## src/rtl/conv_mac_seq.sv

```systemverilog
// conv_mac_seq: time-shares one fixed-point multiplier across the
// KERNEL_SIZE*KERNEL_SIZE taps of a convolution window.
// Each accepted (pixel, weight) pair is multiplied and floor-truncated to
// Q(DATA_WIDTH-FRAC_BIT).FRAC_BIT. The product is registered, then added
// into a wide accumulator on the following edge. The window sum is clamped
// to DATA_WIDTH bits and presented on a valid/ready output.
// The OUTPUT state has two phases. On the first edge the clamped sum is
// captured into the output registers. After that, the result is held until
// the downstream handshake. This gives a result two edges after the last
// accepted tap.

module conv_mac_seq #(
    parameter int DATA_WIDTH  = 16,
    parameter int FRAC_BIT    = 8,
    parameter int KERNEL_SIZE = 3
) (
    input  logic                  clk,
    input  logic                  reset,
    input  logic                  start,
    output logic                  busy,
    input  logic                  in_valid,
    output logic                  in_ready,
    input  logic [DATA_WIDTH-1:0] in_pixel,
    input  logic [DATA_WIDTH-1:0] in_weight,
    output logic                  out_valid,
    input  logic                  out_ready,
    output logic [DATA_WIDTH-1:0] out_data,
    output logic                  out_sat
);

    localparam int TAPS  = KERNEL_SIZE * KERNEL_SIZE;
    localparam int ACC_W = DATA_WIDTH + 4;
    // Accumulator bits that must agree with the result sign bit when no clamp is needed
    localparam int HI_W  = ACC_W - DATA_WIDTH + 1;
    localparam logic [4:0] LAST_TAP = 5'(TAPS - 1);

    typedef enum logic [1:0] {
        S_IDLE   = 2'd0,
        S_LOAD   = 2'd1,
        S_DRAIN  = 2'd2,
        S_OUTPUT = 2'd3
    } state_t;

    // Clamp the accumulator to the signed DATA_WIDTH range; returns {sat, data}
    function automatic logic [DATA_WIDTH:0] clamp_acc(input logic [ACC_W-1:0] a);
        logic [HI_W-1:0] hi;
        logic [DATA_WIDTH:0] res;
        hi = a[ACC_W-1:DATA_WIDTH-1];
        if ((hi == {HI_W{1'b0}}) || (hi == {HI_W{1'b1}})) begin
            res = {1'b0, a[DATA_WIDTH-1:0]};
        end else if (a[ACC_W-1] == 1'b0) begin
            res = {1'b1, 1'b0, {(DATA_WIDTH-1){1'b1}}};
        end else begin
            res = {1'b1, 1'b1, {(DATA_WIDTH-1){1'b0}}};
        end
        return res;
    endfunction

    state_t                  state_r,     state_next_s;
    logic [ACC_W-1:0]        acc_r,       acc_next_s;
    logic [DATA_WIDTH-1:0]   prod_r,      prod_next_s;
    logic                    prod_vld_r,  prod_vld_next_s;
    logic [4:0]              tap_cnt_r,   tap_cnt_next_s;
    logic                    busy_r,      busy_next_s;
    logic                    in_ready_r,  in_ready_next_s;
    logic                    out_valid_r, out_valid_next_s;
    logic [DATA_WIDTH-1:0]   out_data_r,  out_data_next_s;
    logic                    out_sat_r,   out_sat_next_s;

    logic signed [2*DATA_WIDTH-1:0] full_prod_s;
    logic [DATA_WIDTH-1:0]          prod_trunc_s;
    logic [ACC_W-1:0]               prod_ext_s;
    logic [DATA_WIDTH:0]            clamp_s;
    logic                           accept_s;
    logic                           prod_unused_s;

    assign full_prod_s   = $signed(in_pixel) * $signed(in_weight);
    // Floor truncation: keep the integer/fraction window, wrap on overflow
    assign prod_trunc_s  = full_prod_s[DATA_WIDTH+FRAC_BIT-1:FRAC_BIT];
    assign prod_unused_s = ^{full_prod_s[2*DATA_WIDTH-1:DATA_WIDTH+FRAC_BIT],
                             full_prod_s[FRAC_BIT-1:0]};
    assign prod_ext_s    = {{(ACC_W-DATA_WIDTH){prod_r[DATA_WIDTH-1]}}, prod_r};
    assign clamp_s       = clamp_acc(acc_r);
    // in_ready_r is only high in LOAD, so this also gates on state
    assign accept_s      = in_valid & in_ready_r;

    assign busy      = busy_r;
    assign in_ready  = in_ready_r;
    assign out_valid = out_valid_r;
    assign out_data  = out_data_r;
    assign out_sat   = out_sat_r;

    // Next-state and next-register computation for the window sequencer
    always_comb begin
        state_next_s     = state_r;
        acc_next_s       = acc_r;
        prod_next_s      = prod_r;
        prod_vld_next_s  = prod_vld_r;
        tap_cnt_next_s   = tap_cnt_r;
        out_valid_next_s = out_valid_r;
        out_data_next_s  = out_data_r;
        out_sat_next_s   = out_sat_r;

        case (state_r)
            S_IDLE: begin
                if (start) begin
                    state_next_s    = S_LOAD;
                    acc_next_s      = {ACC_W{1'b0}};
                    tap_cnt_next_s  = 5'd0;
                    prod_vld_next_s = 1'b0;
                end else begin
                    state_next_s    = S_IDLE;
                end
            end
            S_LOAD: begin
                if (prod_vld_r) begin
                    acc_next_s = acc_r + prod_ext_s;
                end else begin
                    acc_next_s = acc_r;
                end
                if (accept_s) begin
                    prod_next_s     = prod_trunc_s;
                    prod_vld_next_s = 1'b1;
                    tap_cnt_next_s  = tap_cnt_r + 5'd1;
                    if (tap_cnt_r == LAST_TAP) begin
                        state_next_s = S_DRAIN;
                    end else begin
                        state_next_s = S_LOAD;
                    end
                end else begin
                    prod_vld_next_s = 1'b0;
                end
            end
            S_DRAIN: begin
                if (prod_vld_r) begin
                    acc_next_s = acc_r + prod_ext_s;
                end else begin
                    acc_next_s = acc_r;
                end
                prod_vld_next_s = 1'b0;
                state_next_s    = S_OUTPUT;
            end
            S_OUTPUT: begin
                if (!out_valid_r) begin
                    // First OUTPUT edge: capture the clamped window sum
                    out_valid_next_s = 1'b1;
                    out_sat_next_s   = clamp_s[DATA_WIDTH];
                    out_data_next_s  = clamp_s[DATA_WIDTH-1:0];
                end else if (out_ready) begin
                    out_valid_next_s = 1'b0;
                    out_sat_next_s   = 1'b0;
                    out_data_next_s  = {DATA_WIDTH{1'b0}};
                    state_next_s     = S_IDLE;
                end else begin
                    state_next_s     = S_OUTPUT;
                end
            end
            default: begin
                state_next_s     = S_IDLE;
                out_valid_next_s = 1'b0;
                out_sat_next_s   = 1'b0;
                out_data_next_s  = {DATA_WIDTH{1'b0}};
            end
        endcase

        busy_next_s     = (state_next_s != S_IDLE);
        in_ready_next_s = (state_next_s == S_LOAD);
    end

    // State, datapath and registered-output update with async reset
    always_ff @(posedge clk or posedge reset) begin
        if (reset) begin
            state_r     <= S_IDLE;
            acc_r       <= {ACC_W{1'b0}};
            prod_r      <= {DATA_WIDTH{1'b0}};
            prod_vld_r  <= 1'b0;
            tap_cnt_r   <= 5'd0;
            busy_r      <= 1'b0;
            in_ready_r  <= 1'b0;
            out_valid_r <= 1'b0;
            out_data_r  <= {DATA_WIDTH{1'b0}};
            out_sat_r   <= 1'b0;
        end else begin
            state_r     <= state_next_s;
            acc_r       <= acc_next_s;
            prod_r      <= prod_next_s;
            prod_vld_r  <= prod_vld_next_s;
            tap_cnt_r   <= tap_cnt_next_s;
            busy_r      <= busy_next_s;
            in_ready_r  <= in_ready_next_s;
            out_valid_r <= out_valid_next_s;
            out_data_r  <= out_data_next_s;
            out_sat_r   <= out_sat_next_s;
        end
    end

endmodule
```

## config.mk

```make
export PLATFORM = sky130hd
export DESIGN_NAME = conv_mac_seq
export DESIGN_NICKNAME = d
export VERILOG_FILES = /design/src/rtl/conv_mac_seq.sv
export SDC_FILE = /design/constraint.sdc
export NUM_CORES = 1
export LEC_CHECK = 0
export CAP_MARGIN = 0
export CELL_PAD_IN_SITES_DETAIL_PLACEMENT = 1
export CELL_PAD_IN_SITES_GLOBAL_PLACEMENT = 2
export CORE_MARGIN = 4
export CORE_UTILIZATION = 40
export CTS_BUF_LIST = sky130_fd_sc_hd__clkbuf_16
export DETAILED_ROUTE_END_ITERATION = 16
export GPL_TIMING_DRIVEN = 1
export PLACE_DENSITY = 0.83
export SKIP_CTS_REPAIR_TIMING = 1
export SYNTH_ARGS = -nofsm -noshare
export SYNTH_HDL_FRONTEND = slang
export SYNTH_SLANG_ARGS = --single-unit
```

## constraint.sdc

```tcl
create_clock -name clk -period 4.1 [get_ports clk]
set_clock_uncertainty 0.05 [all_clocks]
set_input_delay 0.615 -clock clk [delete_from_list [all_inputs] [get_ports clk]]
set_output_delay 0.615 -clock clk [all_outputs]
set_load 0.03 [all_outputs]
```

# --- Yosys cells after proc, flatten, opt, wreduce, memory -nomap -nowiden ---
# Index checks and enable logic that the tools add are counted.
classes:
  n_bitwise: 1
  n_reduce_logical: 13
  muxes: 23
  n_addsub: 2
  multipliers: 1
  n_eq_ne: 10
op_table:
  columns: ["operator", "count"]
  rows:
  - ["two-way mux 16 bit", 3]
  - ["two-way mux 20 bit", 2]
  - ["case mux 20 bit (2 select lines)", 1]
  - ["multiplier 16 x 16 -> 24 bit", 1]
  - ["adder 20 bit", 1]
  - ["two-way mux 17 bit", 1]
  - ["two-way mux 5 bit", 2]
  - ["case mux 5 bit (2 select lines)", 1]
  - ["two-way mux 2 bit", 4]
  - ["case mux 2 bit (4 select lines)", 1]
  - ["two-way mux 1 bit", 7]
  - ["!= test 2 bit, second input constant", 3]
  - ["AND reduction 2 bit", 3]
  - ["AND reduction 3 bit", 2]
  - ["nonzero test 2 bit", 3]
  - ["adder 5 x 1 -> 5 bit, second input constant", 1]
  - ["== test 5 x 4 -> 1 bit, second input constant", 1]
  - ["== test 5 bit, second input constant", 1]
  - ["logical NOT 5 bit", 1]
  - ["== test 2 x 1 -> 1 bit, second input constant", 2]
  - ["== test 2 bit, second input constant", 2]
  - ["case mux 1 bit (3 select lines)", 1]
  - ["nonzero test 3 bit", 1]
  - ["logical NOT 2 bit", 1]
  - ["4 further kinds", 4]
word_totals:
  elab_cells: 60
  output_inout_bits: 20
  inputBits: 37
  register_bits: 64

# --- Logic depth before layout (Yosys ltp) ---
logic_depth:
  depth_word: 5
  ltp_mapped: 24

# --- Least setup slack after synthesis ---
# No wires, ideal clock.
synth_timing:
  path_type: "input to register"
  from: "in in_weight[7]"
  to: "reg prod_r[15]"
  arrival_ns: 6.096
  setup_slack_ns: -2.181
  required_ns: 3.915
  path_stages: 23
  cell_sequence: "clkbuf_1 clkbuf_1 nand2_1 fa_1 inv_1 fa_1 inv_1 fa_1 inv_1 fa_1 fa_1 inv_1 fa_1 inv_1 ha_1 a21o_1 a21oi_1 a21oi_1 a41o_1 o41a_1 a211oi_1 xnor2_1 o21ai_0"
synth_between:
  elab_chain_len: 1
synth_lines:
  columns: ["item", "line", "source"]
  rows:
  - ["start, declared", "24", "input logic [DATA_WIDTH-1:0] in_weight,"]
  - ["multiplier 16 x 16 -> 24 bit", "77", "assign full_prod_s = $signed(in_pixel) * $signed(in_weight);"]
  - ["end signal, assigned", "175", "prod_r <= {DATA_WIDTH{1'b0}};"]
  - ["end signal, assigned", "186", "prod_r <= prod_next_s;"]
  - ["end, declared", "61", "logic [DATA_WIDTH-1:0] prod_r, prod_next_s;"]
# Every way passes these cells.
# A chain may end at the register's enable or synchronous reset.

# --- Worst setup path after layout ---
layout_timing:
  from: "in in_weight[4]"
  to: "reg prod_r[14]"
# Same word-level chain as after synthesis.

==> metrics.md <==
| Metric | Value |
|---|---|
| Initial antenna violation count | `0` |
| Crit path depth | `21` |
| RSZ-0062 raised after global routing | `true` |
| PortBufs | `56` |
| Hold WS | `422 ps` |
| Dpl ws | `-2550 ps` |
| CP endpoint kind | `flop` |
| Reg-to-reg slack, setup | `770 ps` |
| Mean Syn Cell Area | `8.91 um2` |
| Routability cong. | `0.851` |
| CP delay by family, top | `adder cells` |
| Row Count | `60` |
| Max stage delay on crit path | `590 ps` |
| Fillcell total | `3084` |
| Iteration count of the initial detailed-routing pass | `4` |
| Violated checks | `negative setup slack` |
| Warnings from Yosys | `0` |
| Final setup fails | `16` |
| Worst min path class | `flop to flop` |
| Kind of critical path | `input pin to flop` |
| Clock root cell | `clkbuf_16` |
| H-tree depth | `3` |
| Core Area | `26800 um2` |
| Hold Fails Final Rpt | `0` |
| Worst path bufs/invs | `5` |
| EDFF count, synth | `0` |
| Leakage power | `6.94 nW` |
| Nets | `1702` |
| Max transition margin | `0.274` |
| Routed WL | `28700 um` |
| Most used cell, CP | `fa_1` |
| CP max FO | `9` |
| Synthesized area | `10900 um2` |
| Vias in the first global route | `9601` |
| Tmin final | `5910 ps` |
| Global-route wire length before repair | `48300 um` |
| Int Pwr | `6.97 mW` |
| Drt via density | `4.91` |
| Combinational share of power | `0.870` |
| Dpl hpwl | `24800 um` |
| GRT Overall Usage | `0.197` |
| CTS tree | `built` |
| Worst-path clk slew | `50 ps` |
| Worst-margin pin slew | `1080 ps` |
| Die W | `173 um` |
| Height of the die | `173 um` |
| Dpl cells | `1694` |
| Most frequent cells in the layout | `inv_1, fa_1, nand2_1, buf_4, and2_1` |
| Sequential share of power | `0.080` |
| Worst Path Arrival | `6030 ps` |
| Synthesized flop and latch total | `64` |
| Setup WS post-layout | `-1810 ps` |
| Sequential area share after synthesis | `0.148` |
| TritonCTS buffer count | `9` |
| Antenna cell count | `0` |
| Sw Ratio | `0.466` |
| Worst R2R Path Depth | `10` |
| Max Fclk | `169 MHz` |
| Reg2reg end | `acc_r[19]$_DFFE_PP0P_` |
| Max-cap violation count | `0` |
| Required @ worst endpoint | `4220 ps` |
| Pin count of the biggest net entering global routing | `42` |
| Cells after synthesis | `1218` |
| Routed WL per cell | `16.6 um` |
| Outcome | `finished, violations left` |
| Most common cell after layout, fill and taps aside | `inv_1` |
| Worst hold start | `out_data[14]$_DFFE_PP0P_` |
| Hold Crit Depth | `2` |
| Max Slew Vio Count | `0` |
| Remaining DRCs | `0` |
| Library cells used by synthesis | `54` |
| Async set-reset flop share out of synthesis | `1.00` |
| Vias | `8485` |
| Setup TNS | `-20990 ps` |
| Gr ovfl total | `0` |
| Seq. cell area | `1600 um2` |
| Initial Utilization | `0.405` |
| Antenna-violating nets left | `0` |
| Area grow syn2layout | `24.4%` |
| Clock power share | `0.050` |
| Longest Clk Path Bufs | `2` |
| Overall Power | `13.1 mW` |
| Footprint of the multi-input gates | `8480 um2` |
| Worst Hold Endpoint | `out_data[14]$_DFFE_PP0P_` |
| Cell Chain, Critical Path | `buf_4 > and2_4 > fa_1 > inv_1 > fa_1 > inv_2 > fa_1 > fa_1 > fa_1 > inv_1 > fa_1 > inv_2 > ha_4 > a21o_1 > a21oi_2 > a21oi_1 > a41o_1 > o41a_1 > a31oi_1 > xor2_1 > o21ai_1` |
| Cell at the slowest stage of the critical path | `fa_1` |
| Main synth FF type | `dfrtp_1` |
| Layout cells sized above 1 | `0.187` |
| Syn Nets | `1537` |
| Pwr/cell area | `967 nW/um2` |
| Clk sinks | `64` |
| Fin cells | `1727` |
| Crit share post-route | `1.44` |
| CP Launch Type | `input pin` |
| Clk_lat worst skew | `330 ps` |
| Crit Reg-Reg Startpoint | `acc_r[1]$_DFFE_PP0P_` |
| Drt initial violations | `325` |
| Sw power | `6.08 mW` |
| Peak supply drop | `0.000739 V` |
| Ports | `57` |
| Total die area | `29800 um2` |
## cells in the mapped netlist, types with 8 or more instances
| cell | count | share of area |
|---|---|---|
| ha_1 | 95 | 0.11 |
| dfrtp_1 | 64 | 0.15 |
| nand2_1 | 177 | 0.061 |
| o21a_1 | 9 | 0.0062 |
| xnor2_1 | 33 | 0.027 |
| xor2_1 | 16 | 0.013 |
| o21ai_0 | 60 | 0.028 |
| clkbuf_1 | 45 | 0.016 |
| a21oi_1 | 28 | 0.013 |
| a21o_1 | 8 | 0.0055 |
| inv_1 | 259 | 0.090 |
| and2_1 | 108 | 0.062 |
| nor2_1 | 33 | 0.011 |
| nand3_1 | 10 | 0.0046 |
| fa_1 | 187 | 0.34 |
## area by class of cell
cell class | count | area share
tap | 341 | 0.0316
sequential | 64 | 0.119
clock buffer | 9 | 0.0167
multi-input combinational | 850 | 0.628
timing repair buffer | 199 | 0.132
inverter | 259 | 0.0720
clock inverter | 5 | 0.00139
## registers in the layout (all words and copies together), names as in the netlist
name and flops:
out_valid 1, state_r 2, prod_r 16, acc_r 20, tap_cnt_r 5, out_data 16, busy 1, in_ready 1
prod_vld_r 1, out_sat 1
## per-layer routing
metal | GRT usage | share of wire
met5 | 0 | 0
met4 | 0.0535 | 0.020
met3 | 0.0203 | 0.034
met2 | 0.343 | 0.49
met1 | 0.264 | 0.46
## logic make-up after synthesis
family / count (synthesis) / share of synthesized area
AO/OA/AOI/OAI: 152 / 0.0897
flip-flops: 64 / 0.148
AND/OR/NAND/NOR: 365 / 0.162
multiplexers: 2 / 0.00196
adder cells (fa/ha/maj): 282 / 0.454
buffers and inverters: 304 / 0.105
XOR/XNOR: 49 / 0.0395
## per-stage QoR
step | util | area (um2)
global placement | 0.480 | 12900
floorplan | - | 11300
global route | 0.504 | 13500
finish | 0.504 | 13500
detailed placement | 0.480 | 12900
CTS | 0.489 | 13100
## worst max-delay path by stage
stage | to | start | slack (ps)
after CTS | prod_r[15]$_DFFE_PP0P_ | in_weight[4] | -2200
after floorplan | prod_r[15]$_DFFE_PP0P_ | in_pixel[11] | -1700
after detailed placement | prod_r[15]$_DFFE_PP0P_ | in_weight[4] | -2550
after global placement | prod_r[15]$_DFFE_PP0P_ | in_weight[6] | -2440
final | prod_r[14]$_DFFE_PP0P_ | in_weight[4] | -1810
after global routing | prod_r[14]$_DFFE_PP0P_ | in_weight[7] | -2100
## worst reg2reg max path: cells and delay by family (launching register included)
family                     cells  cell delay, ps
and+or+nand+nor                1             120
DFF                            1             470
AOI/OAI and AO/OA              7            2100
xor gates and xnor gates       1             110
adders and majority gates      1             350
## power by group through the flow
stage | sequential [mW] | combinational (mW) | clock, mW
2_1_floorplan | 1.07 | 7.19 | 0
5_1_grt | 1.08 | 12.9 | 0.702
3_5_place_dp | 1.06 | 10.9 | 0
3_3_place_gp | 1.05 | 10.5 | 0
4_1_cts | 1.05 | 11.0 | 0.670
6_report | 1.05 | 11.4 | 0.650
No activity file was read; power rests on OpenSTA's default activity.
